===== config.mk =====
export PLATFORM = sky130hd
export DESIGN_NAME = ahb_master_biu
export DESIGN_NICKNAME = d
export VERILOG_FILES = /design/src/rtl/ahb_master_biu.sv
export SDC_FILE = /design/constraint.sdc
export NUM_CORES = 1
export LEC_CHECK = 0
export ABC_AREA = 1
export BUFFER_PORTS_ARGS = -buffer_cell sky130_fd_sc_hd__buf_2
export CORE_MARGIN = 2
export CORE_UTILIZATION = 40
export CTS_CLUSTER_SIZE = 30
export DETAILED_ROUTE_END_ITERATION = 10
export PLACE_DENSITY = 0.82
export SLEW_MARGIN = 0
export SYNTH_ARGS = -nofsm -noshare
export SYNTH_HDL_FRONTEND = slang
export SYNTH_SLANG_ARGS = --single-unit

===== constraint.sdc =====
create_clock -name clk -period 6.7 [get_ports clk]
set_input_delay 1.34 -clock clk [delete_from_list [all_inputs] [get_ports clk]]
set_output_delay 1.34 -clock clk [all_outputs]
set_load 0.01 [all_outputs]

===== src/rtl/ahb_master_biu.sv =====
// AHB-Lite master bus interface: arbitrates NUM_PORTS requesters onto a two-stage
// (address/data) pipeline issuing SINGLE transfers, with two-cycle ERROR handling.
module ahb_master_biu #(
  parameter int    NUM_PORTS = 2,
  parameter int    ADDR_W    = 32,
  parameter int    DATA_W    = 32,
  parameter string ARB_MODE  = "FIXED"
) (
  input  logic                        clk,
  input  logic                        reset,
  input  logic [NUM_PORTS-1:0]        p_req,
  input  logic [NUM_PORTS*ADDR_W-1:0] p_addr,
  input  logic [NUM_PORTS-1:0]        p_write,
  input  logic [NUM_PORTS*3-1:0]      p_size,
  input  logic [NUM_PORTS*DATA_W-1:0] p_wdata,
  output logic [NUM_PORTS-1:0]        p_ack,
  output logic [NUM_PORTS-1:0]        p_done,
  output logic [NUM_PORTS-1:0]        p_err,
  output logic [DATA_W-1:0]           p_rdata,
  output logic [ADDR_W-1:0]           HADDR,
  output logic [1:0]                  HTRANS,
  output logic                        HWRITE,
  output logic [2:0]                  HSIZE,
  output logic [DATA_W-1:0]           HWDATA,
  output logic [2:0]                  HBURST,
  output logic [3:0]                  HPROT,
  output logic                        HMASTLOCK,
  input  logic [DATA_W-1:0]           HRDATA,
  input  logic                        HREADY,
  input  logic                        HRESP
);
  localparam int PW     = (NUM_PORTS > 1) ? $clog2(NUM_PORTS) : 1;
  localparam bit USE_RR = (ARB_MODE == "RR");

  typedef enum logic [1:0] {
    TRANS_IDLE   = 2'b00,
    TRANS_NONSEQ = 2'b10
  } trans_t;

  logic              a_valid, a_write;
  logic [PW-1:0]     a_port;
  logic [ADDR_W-1:0] a_addr;
  logic [2:0]        a_size;
  logic [DATA_W-1:0] a_wdata;
  logic              d_valid, d_write;
  logic [PW-1:0]     d_port;
  logic [DATA_W-1:0] d_wdata;
  logic              err_hold;
  logic [PW-1:0]     ptr;

  logic              win_valid;
  logic [PW-1:0]     win_port;
  logic [PW-1:0]     cand_idx;
  int                cand;
  logic [2:0]        win_size;
  logic              advance, a_load;

  // Rotating search from ptr (RR) or from port 0 (FIXED); first requester wins.
  always_comb begin
    win_valid = 1'b0;
    win_port  = '0;
    cand      = 0;
    cand_idx  = '0;
    for (int i = 0; i < NUM_PORTS; i++) begin
      cand = (USE_RR ? int'(ptr) : 0) + i;
      if (cand >= NUM_PORTS) cand = cand - NUM_PORTS;
      cand_idx = PW'(cand);
      if (!win_valid && p_req[cand_idx]) begin
        win_valid = 1'b1;
        win_port  = cand_idx;
      end
    end
  end

  always_comb begin
    win_size = p_size[win_port*3 +: 3];
    if (win_size > 3'b010) win_size = 3'b010;
  end

  assign advance = HREADY && !err_hold;
  assign a_load  = win_valid && (advance || !a_valid);

  always_comb begin
    p_ack = '0;
    if (a_load) p_ack[win_port] = 1'b1;
  end

  assign HTRANS    = (a_valid && !err_hold) ? TRANS_NONSEQ : TRANS_IDLE;
  assign HADDR     = a_addr;
  assign HWRITE    = a_write;
  assign HSIZE     = a_size;
  assign HWDATA    = d_wdata;
  assign HBURST    = 3'b000;
  assign HPROT     = 4'b0011;
  assign HMASTLOCK = 1'b0;

  always_ff @(posedge clk or posedge reset) begin
    if (reset) begin
      a_valid <= 1'b0;
      a_port  <= '0;
      a_addr  <= '0;
      a_write <= 1'b0;
      a_size  <= 3'b010;
      a_wdata <= '0;
      ptr     <= '0;
    end else if (a_load) begin
      a_valid <= 1'b1;
      a_port  <= win_port;
      a_addr  <= p_addr[win_port*ADDR_W +: ADDR_W];
      a_write <= p_write[win_port];
      a_size  <= win_size;
      a_wdata <= p_wdata[win_port*DATA_W +: DATA_W];
      ptr     <= (int'(win_port) == NUM_PORTS - 1) ? '0 : win_port + 1'b1;
    end else if (advance) begin
      a_valid <= 1'b0;
    end
  end

  // During an error hold the data stage drains alone; the address stage stays put.
  always_ff @(posedge clk or posedge reset) begin
    if (reset) begin
      d_valid  <= 1'b0;
      d_port   <= '0;
      d_write  <= 1'b0;
      d_wdata  <= '0;
      err_hold <= 1'b0;
    end else begin
      if (advance) begin
        d_valid <= a_valid;
        d_port  <= a_port;
        d_write <= a_write;
        d_wdata <= a_wdata;
      end else if (HREADY) begin
        d_valid <= 1'b0;
      end
      if (err_hold) begin
        if (HREADY) err_hold <= 1'b0;
      end else if (HRESP && !HREADY) begin
        err_hold <= 1'b1;
      end
    end
  end

  always_ff @(posedge clk or posedge reset) begin
    if (reset) begin
      p_done  <= '0;
      p_err   <= '0;
      p_rdata <= '0;
    end else begin
      p_done <= '0;
      p_err  <= '0;
      if (d_valid && HREADY) begin
        p_done[d_port] <= 1'b1;
        p_err[d_port]  <= HRESP;
        if (!d_write) p_rdata <= HRDATA;
      end
    end
  end
endmodule


# Word-level counts from Yosys, hierarchy flattened
# Cells that the tools add are included.
[totals]
regBits = 142
output_inout_bits = 116
word_cells = 62
mem_bits_rw = 0
mem_bits_ro = 0
memories = 0
latchBits = 0
[classes]
magnitude_cmp = 5
n_eq_ne = 0
mul = 1
mux = 21
n_bitwise = 2
n_addsub = 0
shift = 3
div = 0
n_reduce_logical = 16
[ops]
columns = ["op", "n"]
rows = [
  ["$shiftx A64 B7 Y32", 2],
  ["$mux W1", 14],
  ["$logic_and A1 B1 Y1", 8],
  ["$mux W2", 4],
  ["$shiftx A6 B4 Y3", 1],
  ["$logic_not A1 Y1", 4],
  ["$lt A1 B2 Y1 const B", 2],
  ["$reduce_bool A2 Y1", 2],
  ["$gt A3 B2 Y1 const B", 1],
  ["$mul A1 B2 Y3 const B", 1],
  ["$mux W3", 1],
  ["$and A2 B2 Y2", 1],
  ["$demux W1 S1", 2],
  ["$ge A1 B1 Y1 const B", 2],
  ["$reduce_and A2 Y1", 1],
  ["$logic_or A1 B1 Y1", 1],
  ["$not A1 Y1", 1],
]

# Longest topological paths before layout
# Gate-level depths: netlist (run 1).
[logic_depth]
ltp_word = 9
depth_mapped = 8
mapped_depth_nobuf = 6

# Least setup slack after synthesis (run 1)
# Ideal clock, no wire load.
[synth_path]
kind = "input port to output port"
from = "input port HREADY"
to = "output port p_ack[0]"
path_slack_ps = 3340
stages = 5
required_time_ps = 5360
n_path_buf = 1
t_arrival_ps = 2020
path_cell_list = "nand2_2 > nand2_1 > nand2_1 > buf_2 > nor2_1"
[synth_between]
elab_chain_cells = 4
[synth_lines]
columns = ["item", "line", "text"]
rows = [
  ["start: declaration", "29", "input logic HREADY,"],
  ["$logic_and A1 B1 Y1", "80", "assign advance = HREADY && !err_hold;"],
  ["$logic_or A1 B1 Y1", "81", "assign a_load = win_valid && (advance || !a_valid);"],
  ["$logic_and A1 B1 Y1", "81", ""],
  ["$mux W2", "85", "if (a_load) p_ack[win_port] = 1'b1;"],
  ["end: declaration", "16", "output logic [NUM_PORTS-1:0] p_ack,"],
]
# Every way passes these cells.

# Final worst setup path (run 1)
# Ends and elaborated chain as after synthesis.

==> qor.json, run 1 <==
{
  "busiest_layer": "met2",
  "ys_async_sr_fraction_pct": 100,
  "clk_path_buf_depth": 2,
  "number_of_global_route_vias_before_repair": 5366,
  "max-cap-violations": 0,
  "fin_skew_ns": 0.00944,
  "grt_pass1_wl_mm": 24.9,
  "path_max_fanout": 71,
  "synth_cell_area_um2": 6270,
  "postSynth.topFlopCell": "dfrtp_1",
  "finalSetupViolCount": 0,
  "groute.layer.met2.usage_pct": 32.7,
  "netlist.top_cell.by_area": "dfrtp_1",
  "fin_nets": 1229,
  "track_usage_pct": 18.9,
  "drc": 0,
  "overflow": 0,
  "initial_core_util_pct": 41.1,
  "placement.io_buffers": 280,
  "die-height_um": 129,
  "clock_sink_count": 142,
  "maxSlewViolCount": 0,
  "area_growth_pct": 32.7,
  "clk_lat_worst_skew_ns": 0.41,
  "synth_cell_types": 20,
  "met3_usage_pct": 4.58,
  "average_cell_area_after_synthesis_um2": 7.89,
  "tightest_slew_ns": 1.11,
  "clock_tree.htree_level_count": 4,
  "cts_tree": "built",
  "path_clk_slew_ns": 0.06,
  "path_cells": "buf_2 -> nand2_2 -> buf_4 -> nand2_1 -> nand2_1 -> buf_4 -> nor2_1 -> buf_2",
  "routedWlPerCell_um": 12.2,
  "boundaryPins": 290,
  "fp-row-count": 45,
  "timing.critical_path.to_type": "output port",
  "max_clock_freq_mhz": 234,
  "power_density_nw_per_um2": 317,
  "cts_post_setup_buffers_inserted": 0,
  "n_fill_cell": 1446,
  "synth.area.top_cells": "dfrtp_1, nand2_1, o21ai_0",
  "hpwl_mm": 11.3,
  "p_leak_nw": 4.89,
  "worst-endpoint-required_ns": 5.36,
  "vias_per_cell": 4.42,
  "via_count": 5654,
  "design.core.area_um2": 15300,
  "die_x_um": 129,
  "clock_tree.root_cell": "clkbuf_16",
  "detail_route.first_pass.iterations": 4,
  "final.period_utilization_pct": 63.7,
  "report.final.hold_viol_count": 0,
  "antennaDiodeCount": 0,
  "ys_ff_latch": 142,
  "timing.final.crit_period_ns": 4.27,
  "grt_setup_unrepaired": "false",
  "synth.yosys.warnings": 0,
  "synth-edff-count": 0,
  "yosysTopAreaCellShare_pct": 56.2,
  "drt_iter0_drc": 320,
  "cts.repair.resized": 0,
  "synth_sequential_area_ratio_pct": 56.7,
  "synth_most_common_cell": "nand2_1",
  "slowest_cell_on_crit_path": "buf_4",
  "synthesized_instance_count": 795,
  "yosys-top-cells-count": "nand2_1, dfrtp_1, inv_1",
  "timing.max_slew.rel_slack_pct": 25.4,
  "final_design_utilization_pct": 54.6,
  "number_of_hold_buffers_added_after_cts": 0,
  "maximum_number_of_pins_on_one_net_before_global_route_repair": 78,
  "routed_wirelength_mm": 15.6,
  "nature_of_the_critical_path_startpoint": "input pin",
  "cp_slowest_stage_delay_ns": 0.50,
  "hold_class": "flop to flop",
  "run_status": "finished clean",
  "layout-drive-gt1-share_pct": 30.1,
  "gp_congestion": 0.803,
  "grt_antenna_before_repair": 0,
  "grt_use_met1_pct": 22.4,
  "critical_path_class": "input pin to output port",
  "worst-endpoint-arrival_ns": 2.93,
  "vdd_drop_max_mv": 0.165,
  "cts_made_buffers": 17,
  "drt.antenna.violating_nets": 0,
  "setup_tns_ns": 0,
  "floorplan.die_area_um2": 16700
}
-- power by group --
part           switching, W  leakage, nW  internal (W)
sequential        0.0000883         1.78       0.00104
clock              0.000341        0.300      0.000610
combinational      0.000335         2.82      0.000228
total              0.000764         4.89       0.00188
-- cells by family after synthesis --
kind of cell	share of synthesized area (%)
AO/OA/AOI/OAI	8.38
buffers and inverters	9.57
flip-flops	56.7
other	0.120
AND/OR/NAND/NOR	25.3
-- state kept, by name, indices dropped and copies added, names as in the netlist, 2 cells and up --
register,flops
a_wdata,32
p_done,2
HADDR,32
p_err,2
HSIZE,3
HWDATA,32
p_rdata,32
-- worst paths after layout --
check,from,endpoint,slack [ns],cells after the start
setup / recovery,HREADY,p_ack[0],2.43,8
hold / removal,HADDR[10],HADDR[10],0.47,2
setup reg to reg,err_hold,a_wdata[5],4.05,6
hold reg to reg,HADDR[10],HADDR[10],0.47,2
max in group asynchronous,reset,HWDATA[29],4.37,3
min in group asynchronous,reset,p_rdata[20],1.03,2
-- cell usage in the layout, fill, tap and decap left out, drive strengths merged, types with 3 or more instances in the layout --
cell type | synthesis | routed
nand2 | 405 | 405
inv | 77 | 78
conb | 2 | 9
nor2 | 9 | 9
o21ai | 101 | 101
buf | 43 | 285
dfrtp | 141 | 141
clkbuf | 8 | 25
clkinv | 0 | 3
-- final cells by class --
class | instances | area [um^2] | share of cell area, %
clock inverter | 7 | 98.8 | 1.19
clock buffer | 25 | 515 | 6.19
inverter | 77 | 294 | 3.53
sequential | 142 | 3550 | 42.7
tap | 211 | 264 | 3.17
multi-input combinational | 532 | 2160 | 25.9
timing repair buffer | 285 | 1440 | 17.3
-- layer usage --
metal  vias to the layer above  part of all wire (%)
li1                       2908                     -
met1                      2521                    42
met2                       199                    49
met3                        26                   6.2
met4                         0                   2.4
met5                         -                     0
-- stage by stage --
stage | hold slack (ns) | power (W) | worst slack [ns] | std cells | cell area, um^2
2_1_floorplan | 0.445 | 0.00145 | 1.55 | 802 | 6300
3_3_place_gp | 0.458 | 0.00169 | 2.49 | 1247 | 7710
3_5_place_dp | 0.460 | 0.00171 | 2.45 | 1247 | 7710
4_1_cts | 0.475 | 0.00268 | 2.44 | 1279 | 8330
5_1_grt | 0.499 | 0.00280 | 2.27 | 1279 | 8330
6_report | 0.469 | 0.00264 | 2.43 | 1279 | 8330
-- worst max-delay path: cells and delay by family --
| family | cells | cell delay [ns] |
|---|---|---|
| buffers and inverters | 4 | 1.12 |
| and+or+nand+nor | 4 | 0.43 |
No activity file was read; power rests on OpenSTA's default activity.
==> run 2: changes to the inputs <==
Settings changed: ABC_AREA 1 to 0, PLACE_DENSITY 0.82 to 0.84.
Clock period 6.7 ns to 4 ns, I/O delays scaled along.
==> run 2 against run 1 <==
Effect of this change: register-to-register slack lost 2.1 ns; cell area shrank 6.9%; die area shrank 9.7%; clock power grew 67%; sequential cell count is the same; routed wire length shrank 6.4%; first-iteration DRC count grew 72%; combinational power grew 60%; critical path depth shrank 5; largest cell class unchanged; largest power group unchanged.
==> qor.json, run 2 <==
{
  "finalSetupViolCount": {"value": 0, "change": "unchanged"},
  "postSynth.topFlopCell": "dfrtp_1",
  "clk_lat_worst_skew": {"value": 0.41, "unit": "ns", "change": "about the same"},
  "yosysTopAreaCellShare": {"value": 62.5, "unit": "%", "change": "+6.3 points"},
  "design.core.area": {"value": 13800, "unit": "um^2", "change": "-9.4%"},
  "share_clk_of_total_power": {"value": 36.2, "unit": "%", "change": "+0.2 points"},
  "path_max_fanout": {"value": 4, "change": "-94%"},
  "drc": {"value": 0, "change": "unchanged"},
  "fp-row-count": {"value": 43, "change": "-4.4%"},
  "ys_ff_latch": {"value": 142, "change": "unchanged"},
  "hpwl": {"value": 10.2, "unit": "mm", "change": "-11%"},
  "report.final.hold_viol_count": {"value": 0, "change": "unchanged"},
  "setup_tns": {"value": 0, "unit": "ns", "change": "unchanged"},
  "die_x": {"value": 123, "unit": "um", "change": "-5.0%"},
  "timing.max_slew.rel_slack": {"value": 37.0, "unit": "%", "change": "+12 points"},
  "antennaDiodeCount": {"value": 0, "change": "unchanged"},
  "grt_pass1_wl": {"value": 22.1, "unit": "mm", "change": "-11%"},
  "synth_cell_types": {"value": 27, "change": "+35%"},
  "fin_total_pwr": {"value": 0.00440, "unit": "W", "change": "+67%"},
  "power.sequential.fraction": {"value": 43.3, "unit": "%", "change": "+0.6 points"},
  "clk_path_buf_depth": {"value": 2, "change": "unchanged"},
  "ys_async_sr_fraction": {"value": 100, "unit": "%", "change": "unchanged"},
  "detail_route.first_pass.iterations": {"value": 8, "change": "+4"},
  "synth-edff-count": {"value": 0, "change": "unchanged"},
  "boundaryPins": {"value": 290, "change": "unchanged"},
  "holdPathStages": {"value": 2, "change": "unchanged"},
  "grt_antenna_before_repair": {"value": 0, "change": "unchanged"},
  "most-common-layout-cells": "buf_2, dfrtp_1, nand2_1, inv_1, a222oi_1",
  "clock_tree.htree_level_count": {"value": 4, "change": "unchanged"},
  "drt_iter0_drc": {"value": 551, "change": "+72%"},
  "power_density": {"value": 568, "unit": "nW/um^2", "change": "+79%"},
  "fin_nets": {"value": 925, "change": "-25%"},
  "ff2ff_path_depth": {"value": 5, "change": "-1"},
  "synth_most_common_cell": "dfrtp_1",
  "clock_tree.root_cell": "clkbuf_16",
  "netlist.top_cell.by_area": "dfrtp_1",
  "vias_per_cell": {"value": 4.99, "change": "+13%"},
  "power_switching_share": {"value": 29.0, "unit": "%", "change": "+0.052 points"},
  "clock_sink_count": {"value": 142, "change": "unchanged"},
  "yosys-top-cells-count": "dfrtp_1, nand2_1, inv_1",
  "layout-drive-gt1-share": {"value": 43.2, "unit": "%", "change": "+13 points"},
  "initial_core_util": {"value": 40.8, "unit": "%", "change": "-0.30 points"},
  "n_fill_cell": {"value": 1181, "change": "-18%"},
  "path_clk_slew": {"value": 0.06, "unit": "ns", "change": "about the same"},
  "cts_tree": "built",
  "area_growth_pct": 37.3,
  "average_cell_area_after_synthesis": {"value": 11.8, "unit": "um^2", "change": "+49%"},
  "gp_congestion": {"value": 0.778, "change": "-3.1%"},
  "share_comb_of_total_power": {"value": 20.5, "unit": "%", "change": "-0.8 points"},
  "multi_input_comb_area": {"value": 1630, "unit": "um^2", "change": "-24%"},
  "layout.cells.most_common": "buf_2",
  "maximum_number_of_pins_on_one_net_before_global_route_repair": {"value": 143, "change": "+83%"},
  "worst-endpoint-required": {"value": 3.20, "unit": "ns", "change": "-2.16 ns"},
  "via_count": {"value": 4713, "change": "-17%"},
  "timing.final.crit_period_ns": 2.27,
  "number_of_global_route_vias_before_repair": {"value": 4493, "change": "-16%"},
  "worst-endpoint-arrival": {"value": 1.47, "unit": "ns", "change": "-1.46 ns"},
  "fin_skew": {"value": 0.0113, "unit": "ns", "change": "+0.00184 ns"},
  "number_of_hold_buffers_added_after_cts": {"value": 0, "change": "unchanged"},
  "power.switching": {"value": 0.00128, "unit": "W", "change": "+67%"},
  "cts_post_setup_buffers_inserted": {"value": 0, "change": "unchanged"},
  "vdd_drop_max": {"value": 0.254, "unit": "mV", "change": "+54%"},
  "synth.area.top_cells": "dfrtp_1, a222oi_1, nand2_1",
  "run_status": "finished clean",
  "routed_wirelength": {"value": 14.6, "unit": "mm", "change": "-6.4%"},
  "critical_path_class": "flop to output port",
  "max-cap-violations": {"value": 0, "change": "unchanged"},
  "floorplan.die_area": {"value": 15100, "unit": "um^2", "change": "-9.7%"},
  "synth.yosys.warnings": {"value": 0, "change": "unchanged"},
  "overflow": {"value": 0, "change": "unchanged"},
  "timing.critical_path.to_type": "output port",
  "maxSlewViolCount": {"value": 0, "change": "unchanged"},
  "drt.antenna.violating_nets": {"value": 0, "change": "unchanged"},
  "synthesized_instance_count": {"value": 479, "change": "-40%"},
  "track_usage": {"value": 19.3, "unit": "%", "change": "+0.32 points"},
  "max_clock_freq_mhz": 441,
  "routedWlPerCell": {"value": 15.5, "unit": "um", "change": "+27%"},
  "synth_cell_area": {"value": 5640, "unit": "um^2", "change": "-10%"},
  "placement.io_buffers": {"value": 280, "change": "unchanged"},
  "tightest_slew": {"value": 0.945, "unit": "ns", "change": "-0.169 ns"},
  "grt_setup_unrepaired": "false",
  "internal_power": {"value": 0.00313, "unit": "W", "change": "+67%"},
  "final.period_utilization_pct": 56.7,
  "synth_sequential_area_ratio": {"value": 63.0, "unit": "%", "change": "+6.3 points"},
  "seqCellArea": {"value": 3550, "unit": "um^2", "change": "unchanged"},
  "p_leak": {"value": 4.36, "unit": "nW", "change": "-11%"},
  "cts_made_buffers": {"value": 17, "change": "unchanged"},
  "hold_class": "flop to flop",
  "nature_of_the_critical_path_startpoint": "flop",
  "die-height": {"value": 123, "unit": "um", "change": "-5.0%"},
  "cts.repair.resized": {"value": 0, "change": "unchanged"}
}
==> run 2: worst paths after layout <==
| path | to | startpoint | slack (ns) |
|---|---|---|---|
| max | p_ack[0] | err_hold | 1.73 |
| min | HWDATA[28] | HWDATA[28] | 0.47 |
| max reg2reg | a_wdata[3] | a_valid | 1.98 |
| min reg2reg | HWDATA[28] | HWDATA[28] | 0.47 |
| max in group asynchronous | HWDATA[8] | reset | 2.88 |
| min in group asynchronous | p_rdata[15] | reset | 0.61 |
==> run 2: area by class of cell <==
class,count,share of cell area [%]
repair buffers,288,19.0
flip-flops and latches,142,45.9
well taps,180,2.91
multi-input cells,234,21.1
inverters,68,3.34
clock inverters,13,1.97
clock buffers,19,5.84
==> run 2: power groups by stage <==
stage / logic (W) / registers [W] / clock network [W]
finish: 0.000902 / 0.00190 / 0.00159
floorplan: 0.000377 / 0.00203 / 0
detailed placement: 0.000921 / 0.00192 / 0
global placement: 0.000898 / 0.00191 / 0
global route: 0.00101 / 0.00194 / 0.00171
CTS: 0.000921 / 0.00191 / 0.00163
==> run 2: metrics by stage <==
step                      cells  hold slack [ns]  setup WS, ns  util [%]  cell area, um^2
after global routing        944            0.489          1.64      56.1             7750
after floorplan             486            0.423          1.42         -             5670
final                       944            0.468          1.73      56.1             7750
after CTS                   944            0.472          1.67      56.1             7750
after global placement      912            0.452          1.61      51.7             7150
after detailed placement    912            0.456          1.56      51.7             7150
==> run 2: kinds of logic after synthesis <==
logic type      count (synthesis)  synth area share [%]
buf+inv                       110                  9.13
simple gates                  117                  8.16
compound gates                 73                  12.6
flops                         142                  63.0
other cells                     2                 0.133
mux                            35                  6.96
==> run 2: per-layer routing <==
metal | vias to the layer above | part of all wire [%] | global-route usage, % | wire [um]
met3 | 17 | 8.2 | 4.37 | 1200
met1 | 2238 | 42 | 25.0 | 6130
met2 | 263 | 49 | 31.8 | 7100
li1 | 2195 | - | - | -
met5 | - | 0 | 0 | 0
met4 | 0 | 1.4 | 6.61 | 199
==> run 2: critical path, stage by stage, from the launching register on <==
cell and delay, ns:
dfrtp_1 0.43, nand2b_2 0.26, a21boi_4 0.19, buf_2 0.17
